## config.mk

```make
export PLATFORM = sky130hd
export DESIGN_NAME = npu_seq_flat
export DESIGN_NICKNAME = d
export VERILOG_FILES = /design/src/rtl/npu_seq_pkg.sv /design/src/rtl/npu_seq_if.sv /design/src/rtl/npu_seq_skew_buf.sv /design/src/rtl/npu_seq.sv /design/src/flat_wrapper.sv
export SDC_FILE = /design/constraint.sdc
export NUM_CORES = 1
export LEC_CHECK = 0
export CAP_MARGIN = 20
export CORE_MARGIN = 5
export CORE_UTILIZATION = 48
export DETAILED_ROUTE_END_ITERATION = 12
export HOLD_SLACK_MARGIN = 0.08
export PLACE_DENSITY = 0.82
export SYNTH_ARGS = -nofsm -noshare
export SYNTH_HDL_FRONTEND = slang
export SYNTH_SLANG_ARGS = --single-unit
```

## constraint.sdc

```tcl
create_clock -name clk -period 2.49 [get_ports clk]
set_input_delay 0.3735 -clock clk [delete_from_list [all_inputs] [get_ports clk]]
set_output_delay 0.3735 -clock clk [all_outputs]
set_load 0.01 [all_outputs]
```

## src/rtl/npu_seq_pkg.sv

```systemverilog
// Shared encodings for the NPU global sequencer: FSM states, job modes and drain length.
package npu_pkg;

    typedef enum logic [2:0] {
        IDLE,
        WLOAD,
        EXEC,
        DRAIN,
        DONE_S
    } seq_state_t;

    localparam logic [1:0] MODE_WLOAD = 2'd0;
    localparam logic [1:0] MODE_EXEC  = 2'd1;

    localparam int NPU_N     = 4;
    localparam int DRAIN_CYC = 2 * NPU_N - 1;

endpackage

```

## src/rtl/npu_seq_if.sv

```systemverilog
// Bundle between the control block, the upstream row stream and the systolic array inputs.
interface npu_seq_if #(
    parameter int ARRAY_N = 4,
    parameter int CNT_W   = 32
);
    logic                   seq_start;
    logic [1:0]             seq_mode;
    logic [CNT_W-1:0]       seq_total_rows;
    logic                   seq_busy;
    logic                   seq_done;
    logic                   in_valid;
    logic                   in_ready;
    logic [8*ARRAY_N-1:0]   in_data;
    logic                   arr_load_weight;
    logic [ARRAY_N-1:0]     arr_valid_in;
    logic [8*ARRAY_N-1:0]   arr_x_in;

    modport master (
        output seq_start, seq_mode, seq_total_rows, in_valid, in_data,
        input  seq_busy, seq_done, in_ready, arr_load_weight, arr_valid_in, arr_x_in
    );

    modport slave (
        input  seq_start, seq_mode, seq_total_rows, in_valid, in_data,
        output seq_busy, seq_done, in_ready, arr_load_weight, arr_valid_in, arr_x_in
    );
endinterface

```

## src/rtl/npu_seq_skew_buf.sv

```systemverilog
// Triangular skew bank: lane i delays its byte and valid by i+1 cycles; weight rows bypass it.
module npu_skew_buf #(
    parameter int ARRAY_N = 4
) (
    input  logic                 clk,
    input  logic                 rst_n,
    input  logic                 i_beat,
    input  logic                 i_bypass,
    input  logic [8*ARRAY_N-1:0] i_data,
    output logic                 o_load,
    output logic [ARRAY_N-1:0]   o_valid,
    output logic [8*ARRAY_N-1:0] o_data
);
    logic                 r_load;
    logic [8*ARRAY_N-1:0] r_wdata;
    logic                 w_wbeat;
    logic                 w_xbeat;

    assign w_wbeat = i_beat & i_bypass;
    assign w_xbeat = i_beat & ~i_bypass;

    always_ff @(posedge clk or negedge rst_n) begin
        if (!rst_n) begin
            r_load  <= 1'b0;
            r_wdata <= '0;
        end else begin
            r_load  <= w_wbeat;
            r_wdata <= w_wbeat ? i_data : '0;
        end
    end

    assign o_load = r_load;

    for (genvar gi = 0; gi < ARRAY_N; gi++) begin : g_lane
        logic [gi:0]       r_v;
        logic signed [7:0] r_d [gi+1];

        // Bypass doubles as a flush so a weight load never sees stale activations.
        always_ff @(posedge clk or negedge rst_n) begin
            if (!rst_n) begin
                r_v <= '0;
                for (int k = 0; k <= gi; k++) r_d[k] <= '0;
            end else begin
                r_v[0] <= w_xbeat;
                r_d[0] <= w_xbeat ? $signed(i_data[8*gi +: 8]) : '0;
                for (int k = 1; k <= gi; k++) begin
                    r_v[k] <= i_bypass ? 1'b0 : r_v[k-1];
                    r_d[k] <= i_bypass ? '0   : r_d[k-1];
                end
            end
        end

        assign o_valid[gi]       = r_load | r_v[gi];
        assign o_data[8*gi +: 8] = r_load ? r_wdata[8*gi +: 8] : r_d[gi];
    end
endmodule

```

## src/rtl/npu_seq.sv

```systemverilog
// NPU global sequencer: job FSM, row countdown and handoff of accepted rows to the skew bank.
module npu_seq
    import npu_pkg::*;
#(
    parameter int ARRAY_N = 4,
    parameter int CNT_W   = 32
) (
    input logic      clk,
    input logic      rst_n,
    npu_seq_if.slave bus
);
    // DRAIN_CYC is quoted for the default array; rescale it for other lane counts.
    localparam int DRAIN_N = DRAIN_CYC + 2 * (ARRAY_N - NPU_N);

    seq_state_t       r_state;
    seq_state_t       w_state_nxt;
    logic [CNT_W-1:0] r_cnt;
    logic [CNT_W-1:0] w_cnt_nxt;
    logic             r_busy;
    logic             r_done;
    logic             w_ready;
    logic             w_beat;
    logic             w_last;
    logic             w_start_ok;

    assign w_ready    = ((r_state == WLOAD) || (r_state == EXEC)) && (r_cnt != '0);
    assign w_beat     = bus.in_valid & w_ready;
    assign w_last     = (r_cnt == '0) || (w_beat && (r_cnt == CNT_W'(1)));
    assign w_start_ok = (r_state == IDLE) && bus.seq_start &&
                        ((bus.seq_mode == MODE_WLOAD) || (bus.seq_mode == MODE_EXEC));

    always_comb begin
        w_state_nxt = r_state;
        w_cnt_nxt   = r_cnt;
        unique case (r_state)
            IDLE: begin
                if (w_start_ok) begin
                    if (bus.seq_mode == MODE_WLOAD) begin
                        w_state_nxt = WLOAD;
                        w_cnt_nxt   = CNT_W'(ARRAY_N);
                    end else begin
                        w_state_nxt = EXEC;
                        w_cnt_nxt   = bus.seq_total_rows;
                    end
                end
            end
            WLOAD, EXEC: begin
                if (w_beat) w_cnt_nxt = r_cnt - CNT_W'(1);
                // The last beat leaves immediately; a zero-row job leaves on its first cycle.
                if (w_last) begin
                    w_state_nxt = (r_state == WLOAD) ? DONE_S : DRAIN;
                    w_cnt_nxt   = CNT_W'(DRAIN_N - 1);
                end
            end
            DRAIN: begin
                if (r_cnt == '0) w_state_nxt = DONE_S;
                else             w_cnt_nxt   = r_cnt - CNT_W'(1);
            end
            DONE_S:  w_state_nxt = IDLE;
            default: w_state_nxt = IDLE;
        endcase
    end

    always_ff @(posedge clk or negedge rst_n) begin
        if (!rst_n) begin
            r_state <= IDLE;
            r_cnt   <= '0;
            r_busy  <= 1'b0;
            r_done  <= 1'b0;
        end else begin
            r_state <= w_state_nxt;
            r_cnt   <= w_cnt_nxt;
            r_busy  <= (w_state_nxt != IDLE);
            if (w_start_ok)                 r_done <= 1'b0;
            else if (w_state_nxt == DONE_S) r_done <= 1'b1;
        end
    end

    assign bus.seq_busy = r_busy;
    assign bus.seq_done = r_done;
    assign bus.in_ready = w_ready;

    npu_skew_buf #(.ARRAY_N(ARRAY_N)) u_skew (
        .clk      (clk),
        .rst_n    (rst_n),
        .i_beat   (w_beat),
        .i_bypass (r_state == WLOAD),
        .i_data   (bus.in_data),
        .o_load   (bus.arr_load_weight),
        .o_valid  (bus.arr_valid_in),
        .o_data   (bus.arr_x_in)
    );
endmodule

```

## src/flat_wrapper.sv

```systemverilog
// flat-port wrapper written by rule: the top's interface ports become plain ports
module npu_seq_flat import npu_pkg::*;
#(
    parameter int ARRAY_N = 4,
    parameter int CNT_W   = 32
)
  (clk, rst_n, bus_seq_start, bus_seq_mode, bus_seq_total_rows, bus_in_valid, bus_in_data, bus_seq_busy, bus_seq_done, bus_in_ready, bus_arr_load_weight, bus_arr_valid_in, bus_arr_x_in);
  npu_seq_if #(.ARRAY_N(ARRAY_N), .CNT_W(CNT_W)) bus_i ();
  input logic clk;
  input logic rst_n;
  input wire logic [$bits(bus_i.seq_start)-1:0] bus_seq_start;
  input wire logic [$bits(bus_i.seq_mode)-1:0] bus_seq_mode;
  input wire logic [$bits(bus_i.seq_total_rows)-1:0] bus_seq_total_rows;
  input wire logic [$bits(bus_i.in_valid)-1:0] bus_in_valid;
  input wire logic [$bits(bus_i.in_data)-1:0] bus_in_data;
  output wire logic [$bits(bus_i.seq_busy)-1:0] bus_seq_busy;
  output wire logic [$bits(bus_i.seq_done)-1:0] bus_seq_done;
  output wire logic [$bits(bus_i.in_ready)-1:0] bus_in_ready;
  output wire logic [$bits(bus_i.arr_load_weight)-1:0] bus_arr_load_weight;
  output wire logic [$bits(bus_i.arr_valid_in)-1:0] bus_arr_valid_in;
  output wire logic [$bits(bus_i.arr_x_in)-1:0] bus_arr_x_in;
  assign bus_i.seq_start = bus_seq_start;
  assign bus_i.seq_mode = bus_seq_mode;
  assign bus_i.seq_total_rows = bus_seq_total_rows;
  assign bus_i.in_valid = bus_in_valid;
  assign bus_i.in_data = bus_in_data;
  assign bus_seq_busy = bus_i.seq_busy;
  assign bus_seq_done = bus_i.seq_done;
  assign bus_in_ready = bus_i.in_ready;
  assign bus_arr_load_weight = bus_i.arr_load_weight;
  assign bus_arr_valid_in = bus_i.arr_valid_in;
  assign bus_arr_x_in = bus_i.arr_x_in;
  npu_seq #(.ARRAY_N(ARRAY_N), .CNT_W(CNT_W)) u_core (.clk(clk), .rst_n(rst_n), .bus(bus_i));
endmodule
```

# Word level (Yosys, flattened, before mapping)
# Index checks and enable logic that the tools add are counted.
[word_totals]
ff_bits = 160
input_bits = 70
out_inout_bits = 40
word_cells = 89
[op_classes]
addsub = 1
n_eq_ne = 9
mux = 35
bitwise_logic = 8
reduce_logical = 16
[op_table]
columns = ["operator", "count"]
rows = [
  ["$mux W32", 6],
  ["$mux W8", 14],
  ["$pmux W32 S3", 1],
  ["$eq A32 B1 Y1 const B", 1],
  ["$logic_not A32 Y1", 1],
  ["$reduce_bool A32 Y1", 1],
  ["$sub A32 B1 Y32 const B", 1],
  ["$mux W3", 4],
  ["$pmux W3 S3", 1],
  ["$mux W1", 8],
  ["$eq A3 B2 Y1 const B", 2],
  ["$reduce_bool A3 Y1", 2],
  ["$logic_and A1 B1 Y1", 4],
  ["$or A1 B1 Y1", 4],
  ["$reduce_and A4 Y1", 1],
  ["$and A1 B1 Y1", 3],
  ["$eq A3 B1 Y1 const B", 1],
  ["$eq A3 B3 Y1 const B", 1],
  ["$logic_not A3 Y1", 1],
  ["$logic_or A1 B1 Y1", 3],
  ["$ne A3 B2 Y1 const B", 1],
  ["$eq A2 B1 Y1 const B", 1],
  ["$logic_not A2 Y1", 1],
  ["$mux W2", 1],
  ["5 further kinds", 5],
]

# Longest topological paths before layout
# Gate-level depths: netlist of the first run.
[depth]
ltp_word = 11
depth_mapped = 11
mapped_depth_nobuf = 8

# Modules after synthesis
# Synthesis of the first run repeated with hierarchy kept, for this count alone.
[unflattened]
cells_unflattened = 589
area_unflattened_um2 = 7003.0
[by_module_without_submodules]
columns = ["module", "n_inst", "cells_each", "area_per_inst_um2", "seq_area_each_um2"]
rows = [
  ["npu_skew_buf", 1, 294, 4401.7, 2927.8],
  ["npu_seq", 1, 295, 2601.2, 925.9],
]

# Least setup slack after synthesis of the first run
# No wires, ideal clock.
[synth_timing]
path_kind = "flip-flop to flip-flop"
startpoint = "register u_core.r_cnt[0]"
endpoint = "register u_core.r_cnt[15]"
arrival_time_ns = 2.445
path_slack_ns = -0.085
stages_incl_launch_ff = 12
synth_period_minus_slack_ns = 2.575
path_cell_list = "dfrtp_1 > inv_1 > ha_1 > or3b_1 > clkbuf_1 > nor4_2 > nand4_1 > a211oi_2 > a21o_4 > buf_6 > buf_6 > o22ai_1"
[synth_between]
elab_chain_len = 7
word_cells_on_any_way = 15
cone_classes = "add/sub (1); eq/ne (3); mux (4); bitwise (1); reduce/logical (6)"
[synth_rtl]
columns = ["item", "line_no", "rtl"]
rows = [
  ["start, declared", "npu_seq.sv:17", "logic [CNT_W-1:0] r_cnt;"],
  ["start signal, assigned", "npu_seq.sv:72", "r_cnt <= w_cnt_nxt;"],
  ["branches (longest 7 deep; another with $sub A32 B1 Y32)", "--", ""],
]
# Several ways; the timed one is not identified. The select of a mux whose other input is x is not followed.
# A chain may end at the register's enable or synchronous reset.

# Worst setup path in the final report of the first run
[layout_timing]
startpoint = "register u_core.r_cnt[20]"
endpoint = "register u_core.r_cnt[22]"
# The elaborated chain is that of the path after synthesis.

==> flow_metrics.tcl, run 1 <==
set metrics [dict create \
    grt_antenna_before_repair 0 \
    leakage_uw 0.004243 \
    numCtsBuffers 17 \
    stdcell_count 941 \
    yosys_warnings 0 \
    max_slew_margin 0.5608 \
    yosysMostFrequentCell "dfrtp_1" \
    clk_pin_slew_worst_paths_ns 0.06 \
    grt_usage 0.2152 \
    num_vias 5442 \
    synth_top_area_cell "dfrtp_1" \
    fin_crit_ns 2.738 \
    synth.area.top_cells "dfrtp_1, and2_1, mux2_2, nor2b_1, a32oi_1" \
    rows 43 \
    drtIter0Drc 452 \
    vias_per_cell 5.783 \
    critPathMaxFanout 14 \
    start_util 0.4916 \
    crit_family "compound AO/OA/AOI/OAI gates" \
    startpoint_type "register" \
    final_nets 821 \
    die_y_um 129.5 \
    post-place-ws_ns -0.1133 \
    synth-seq-cells 154 \
    drv_slew 0 \
    fin_setup_tns_ns -6.873 \
    ant_nets 0 \
    required_ns 2.80 \
    syn_area_per_cell_um2 11.63 \
    rsz0062_at_grt "yes" \
    critPathCaptureType "register" \
    portBuffers 109 \
    dieArea_um2 16760 \
    cts_tree "done" \
    clockBufferDepth 2 \
    insertion_delay_ns 0.42 \
    violations "setup timing" \
    cts.sinks 154 \
    synth_top_cells_by_count "dfrtp_1, and2_1, nor2b_1" \
    critPathBufInv 2 \
    ir_drop_uv 579.3 \
    synth_cells 589 \
    synth_edf_count 0 \
    synth_cell_types 59 \
    fp.dieW_um 129.5 \
    slowest_delay_ns 0.59 \
    arrival_ns 3.04 \
    grt_pass1_wl_um 28590 \
    root_buffer "clkbuf_16" \
    grt_max_degree 66 \
    place.gp.congestion 0.8934 \
    hp-class "reg -> reg" \
    drt_pre_antenna_iters 5 \
    synth_area_um2 6850 \
    setup.worst_path.class "reg -> reg" \
    routed_wirelength_um 18000 \
    post-route-drc-count 0 \
    drive_gt1_frac 0.2484 \
    diodes 0 \
    fmax_mhz 365.2 \
    finalCritPeriodShare 1.100 \
    placed_cells_incl_taps 899 \
    synth_nets 661 \
    grt_pass1_vias 5719 \
    status "complete, but fails checks" \
    ys.flop_type "dfrtp_1" \
    hold_viol 0 \
    async_flop_share 1.000 \
    hold_ws_ns 0.4620 \
    overflow 0 \
    fin_ws_ns -0.2483 \
    setup_viol_count_final 33 \
    cellPowerDensity_nw_per_um2 1036 \
    path_cells "or4_4 > buf_4 > nor4b_4 > a31o_2 > o2111ai_2 > buf_6 > a221o_1 > o2bb2ai_2" \
    routedWlPerCell_um 19.13 \
    hpwl_um 11120 \
    cts_htree_levels 4 \
    ioPinCount 110 \
    skew_ns 0.009510 \
    tightest_slew_ns 0.6586 \
    areaGrowthSynthToFinish_pct 38.58 \
    synth_top_area_frac 0.5626 \
    slowest_stage "or4_4" \
    core-area_um2 13930 \
    maxCapViolCount 0 \
    seq_area_frac_synth 0.5626 \
]
==> per-stage QoR <==
step / cell area, um^2 / power, uW / util
CTS: 9255 / 9450 / 0.6642
floorplan: 6860 / 5193 / -
finish: 9493 / 9831 / 0.6812
global placement: 8558 / 6446 / 0.6142
global route: 9493 / 10290 / 0.6812
detailed placement: 8558 / 6610 / 0.6142
==> worst paths after layout <==
| path | startpoint | end | slack, ns | depth (start not counted) |
|---|---|---|---|---|
| worst max-delay path | u_core.r_cnt[20]$_DFFE_PN0P_ | u_core.r_cnt[22]$_DFFE_PN0P_ | -0.25 | 8 |
| max in group asynchronous | rst_n | u_core.r_cnt[17]$_DFFE_PN0P_ | 1.13 | 3 |
| worst max register to register | u_core.r_cnt[20]$_DFFE_PN0P_ | u_core.r_cnt[22]$_DFFE_PN0P_ | -0.25 | 8 |
| worst min-delay path | u_core.u_skew.g_lane[3].r_d[11]$_DFF_PN0_ | u_core.u_skew.g_lane[3].r_d[3]$_DFF_PN0_ | 0.46 | 1 |
| worst min register to register | u_core.u_skew.g_lane[3].r_d[11]$_DFF_PN0_ | u_core.u_skew.g_lane[3].r_d[3]$_DFF_PN0_ | 0.46 | 1 |
| min in group asynchronous | rst_n | u_core.u_skew.g_lane[0].r_d[7]$_DFF_PN0_ | 0.53 | 2 |
==> flip-flops by register name (all words and copies together), names as in the netlist <==
register,flops
u_core.bus.seq_busy,1
u_core.bus.seq_done,1
u_core.r_cnt,32
u_core.r_state,3
u_core.u_skew.g_lane.r_d,80
u_core.u_skew.g_lane.r_v,4
u_core.u_skew.o_load,1
u_core.u_skew.r_wdata,32
==> logic make-up (layout without fill, tap and decap cells) <==
kind of cell	after synthesis	in the layout	synth area share
adders and majority gates	2	2	0.003652
DFF	154	154	0.5626
muxes	35	35	0.05753
and+or+nand+nor	233	233	0.1998
AOI/OAI and AO/OA	104	104	0.1342
buffers and inverters	59	231	0.03963
xor gates and xnor gates	2	2	0.002558
==> metal layers <==
metal	part of all wire	wire length, um	vias up	GRT usage
li1	-	-	2419	-
met1	0.40	7184	2699	0.2745
met2	0.50	9056	271	0.3631
met3	0.073	1312	53	0.04534
met4	0.025	446	0	0.08068
met5	0	0	-	0
==> final cells by class <==
cell class                      count  area (um^2)
Clock buffer                       19        442.9
Clock inverter                     12        186.4
Fill cell                         970         4442
Inverter                           19        71.32
Multi-Input combinational cell    376         2934
Sequential cell                   154         3854
Tap cell                          180        225.2
Timing Repair Buffer              181         1779
==> placed cells by master (no fill, tap or decap), drive strengths merged, types with 3 or more instances in the layout <==
| cell | count |
|---|---|
| clkdlybuf4s50 | 107 |
| nor2 | 22 |
| or3 | 3 |
| nor3 | 20 |
| nand4 | 3 |
| and2 | 65 |
| nor2b | 51 |
| a32oi | 22 |
| or2 | 5 |
| bufinv | 4 |
| buf | 71 |
| a221o | 12 |
| nand2b | 4 |
| inv | 22 |
| o2bb2ai | 12 |
| nand2 | 30 |
| dfrtp | 154 |
| clkbuf | 21 |
| a21oi | 3 |
| a221oi | 13 |
| nand3 | 7 |
| mux2 | 35 |
| or4 | 6 |
| nor4 | 10 |
| a22oi | 6 |
| o22ai | 17 |
| a211oi | 5 |
| clkinvlp | 3 |
==> timing repair <==
| item | CTS | global route |
|---|---|---|
| setup buffers | 2 | 5 |
| pin swaps | 4 | 11 |
| endpoints found under the setup margin | 33 | 35 |
| cloned | 1 | 2 |
| hold buffers | 1 | 0 |
| resized for setup | 12 | 28 |
| hold endpoints to repair | 62 | 0 |
==> power breakdown <==
group,switching [uW],internal (uW)
sequential,321,2990
combinational,1960,1820
clock,1030,1710
Power figures use the tool's default switching activity.
==> inputs of run 2 (changes only) <==
--- a/config.mk
+++ b/config.mk
@@ -7,10 +7,12 @@
 export LEC_CHECK = 0
 export CAP_MARGIN = 20
 export CORE_MARGIN = 5
-export CORE_UTILIZATION = 48
+export CORE_UTILIZATION = 50
+export CTS_BUF_LIST = sky130_fd_sc_hd__clkbuf_4
 export DETAILED_ROUTE_END_ITERATION = 12
 export HOLD_SLACK_MARGIN = 0.08
-export PLACE_DENSITY = 0.82
+export PLACE_DENSITY = 0.81
+export SETUP_SLACK_MARGIN = 0.05
 export SYNTH_ARGS = -nofsm -noshare
 export SYNTH_HDL_FRONTEND = slang
 export SYNTH_SLANG_ARGS = --single-unit
==> constraint.sdc (replaced) <==
create_clock -name clk -period 3.35 [get_ports clk]
set_input_delay 0.5025 -clock clk [delete_from_list [all_inputs] [get_ports clk]]
set_output_delay 0.5025 -clock clk [all_outputs]
set_load 0.01 [all_outputs]
==> flow_metrics.tcl, run 2 (synthesis gave the netlist of run 1 again) <==
set metrics [dict create \
    start_util 0.5132 \
    clockBufferDepth 2 \
    drtIter0Drc 486 \
    root_buffer "clkbuf_4" \
    routed_wirelength_um 15710 \
    max_slew_margin 0.4537 \
    hold_viol 0 \
    grt_max_degree 96 \
    grt_antenna_before_repair 0 \
    worstSetupStartpoint "u_core.r_cnt[20]$_DFFE_PN0P_" \
    post-place-ws_ns 0.2353 \
    core-area_um2 13350 \
    setup_viol_count_final 0 \
    r2r_setup_slack_ns 0.33 \
    tightest_slew_ns 0.8195 \
    routedWlPerCell_um 17.61 \
    reg2reg_to "u_core.r_cnt[11]$_DFFE_PN0P_" \
    areaGrowthSynthToFinish_pct 24.93 \
    cellPowerDensity_nw_per_um2 677.3 \
    diodes 0 \
    fin_crit_ns 3.022 \
    numCtsBuffers 17 \
    die_y_um 127.1 \
    fin_ws_ns 0.3279 \
    num_vias 5133 \
    cts_htree_levels 4 \
    ioPinCount 110 \
    skew_ns 0.02515 \
    fmax_mhz 330.9 \
    fin_setup_tns_ns 0 \
    cts_tree "done" \
    final_common_cell "dfrtp_1" \
    critPathCaptureType "register" \
    dieArea_um2 16140 \
    finalPower_uw 5797 \
    drt_pre_antenna_iters 7 \
    maxCapViolCount 0 \
    grt_usage 0.1981 \
    ir_drop_uv 505.8 \
    grt_pass1_vias 5185 \
    grt_pass1_wl_um 25520 \
    drv_slew 0 \
    r2r-start "u_core.r_cnt[20]$_DFFE_PN0P_" \
    hpwl_um 10460 \
    vias_per_cell 5.754 \
    setup.worst_path.class "reg -> reg" \
    largest_reg_flops 80 \
    largest_registers "u_core.u_skew.g_lane.r_d (80), u_core.r_cnt (32), u_core.u_skew.r_wdata (32)" \
    arrival_ns 3.48 \
    required_ns 3.80 \
    status "complete, no violations" \
    startpoint_type "register" \
    final_nets 775 \
    fp.dieW_um 127.1 \
    top_register "u_core.u_skew.g_lane.r_d" \
    portBuffers 109 \
    reg2reg_depth 8 \
    rows 42 \
    ant_nets 0 \
    critPathMaxFanout 10 \
    final_cell_mix "dfrtp_1, clkdlybuf4s50_1, and2_1" \
    finalCritPeriodShare 0.9021 \
    hp-class "reg -> reg" \
    overflow 0 \
    cts.sinks 154 \
    rsz0062_at_grt "no" \
    insertion_delay_ns 0.56 \
    drive_gt1_frac 0.1746 \
    leakage_uw 0.003798 \
    crit_end "u_core.r_cnt[11]$_DFFE_PN0P_" \
    clk_pin_slew_worst_paths_ns 0.13 \
    place.gp.congestion 0.9120 \
    post-route-drc-count 0 \
]
-- run 2: cell count changes in the layout (fill, tap and decap cells not counted), sizes merged --
cell | before | now
clkinvlp | 3 | 2
clkinv | 2 | 5
buf | 71 | 26
inv | 22 | 25
bufinv | 4 | 2
clkbuf | 21 | 17
dlymetal6s2s | 0 | 1
-- run 2: repair_timing --
action | 4_1_cts | 5_1_grt
hold buffers | 1 | 0
cloned | 0 | 0
hold endpoints to repair | 93 | 0
gates resized for setup | 4 | 2
setup endpoints to repair | 1 | 1
buffers inserted | 0 | 0
-- run 2: layer usage --
layer  routed length [um]  part of all wire  global-route usage  vias to the layer above
met3                 1253             0.080             0.05259                       33
met1                 6504              0.41              0.2554                     2500
met2                 7670              0.49              0.3247                      268
li1                     -                 -                   -                     2332
met5                    0                 0                   0                        -
met4                  278             0.018             0.07192                        0
-- run 2: cell type report --
class / count / area (um^2)
clock inverters: 15 / 163.9
repair buffers: 135 / 1330
flip-flops and latches: 154 / 3854
well taps: 176 / 220.2
inverters: 19 / 71.32
multi-input cells: 376 / 2791
clock buffers: 17 / 127.6
fillers: 1016 / 4790
-- run 2: worst min-delay path by stage --
stage,end,start,cells after the start
final,u_core.u_skew.g_lane[3].r_d[8]$_DFF_PN0_,u_core.u_skew.g_lane[3].r_d[16]$_DFF_PN0_,1
after global routing,u_core.u_skew.g_lane[0].r_d[3]$_DFF_PN0_,bus_in_data[3],2
after CTS,u_core.u_skew.g_lane[3].r_d[8]$_DFF_PN0_,u_core.u_skew.g_lane[3].r_d[16]$_DFF_PN0_,1
after detailed placement,u_core.u_skew.g_lane[3].r_d[8]$_DFF_PN0_,u_core.u_skew.g_lane[3].r_d[16]$_DFF_PN0_,1
after global placement,u_core.u_skew.g_lane[3].r_d[21]$_DFF_PN0_,u_core.u_skew.g_lane[3].r_d[29]$_DFF_PN0_,1
after floorplan,u_core.bus.seq_busy$_DFF_PN0_,rst_n,0
-- run 2: per-stage QoR --
step	instance area, um^2	instances	util	hold WS (ns)
floorplan	6850	589	-	0.2069
global placement	8205	858	0.6147	0.4405
detailed placement	8205	858	0.6147	0.4489
CTS	8527	891	0.6388	0.4600
global route	8558	892	0.6412	0.4769
finish	8558	892	0.6412	0.4607
-- run 2: worst max-delay path, stage by stage, from the launching register on --
cell and delay, ns:
dfrtp_1 0.46, or4_4 0.60, nor4b_1 0.39, a31o_2 0.22, o2111ai_2 0.32, buf_4 0.31, buf_4 0.17, a221o_1 0.34
o2bb2ai_2 0.12
-- run 2: report_power, final --
group | leakage [uW] | total [uW] | internal (uW) | switching (uW)
registers | 0.00206 | 2530 | 2220 | 314
logic | 0.00158 | 2120 | 972 | 1150
clock network | 0.000155 | 1150 | 458 | 689
total | 0.00380 | 5800 | 3650 | 2150
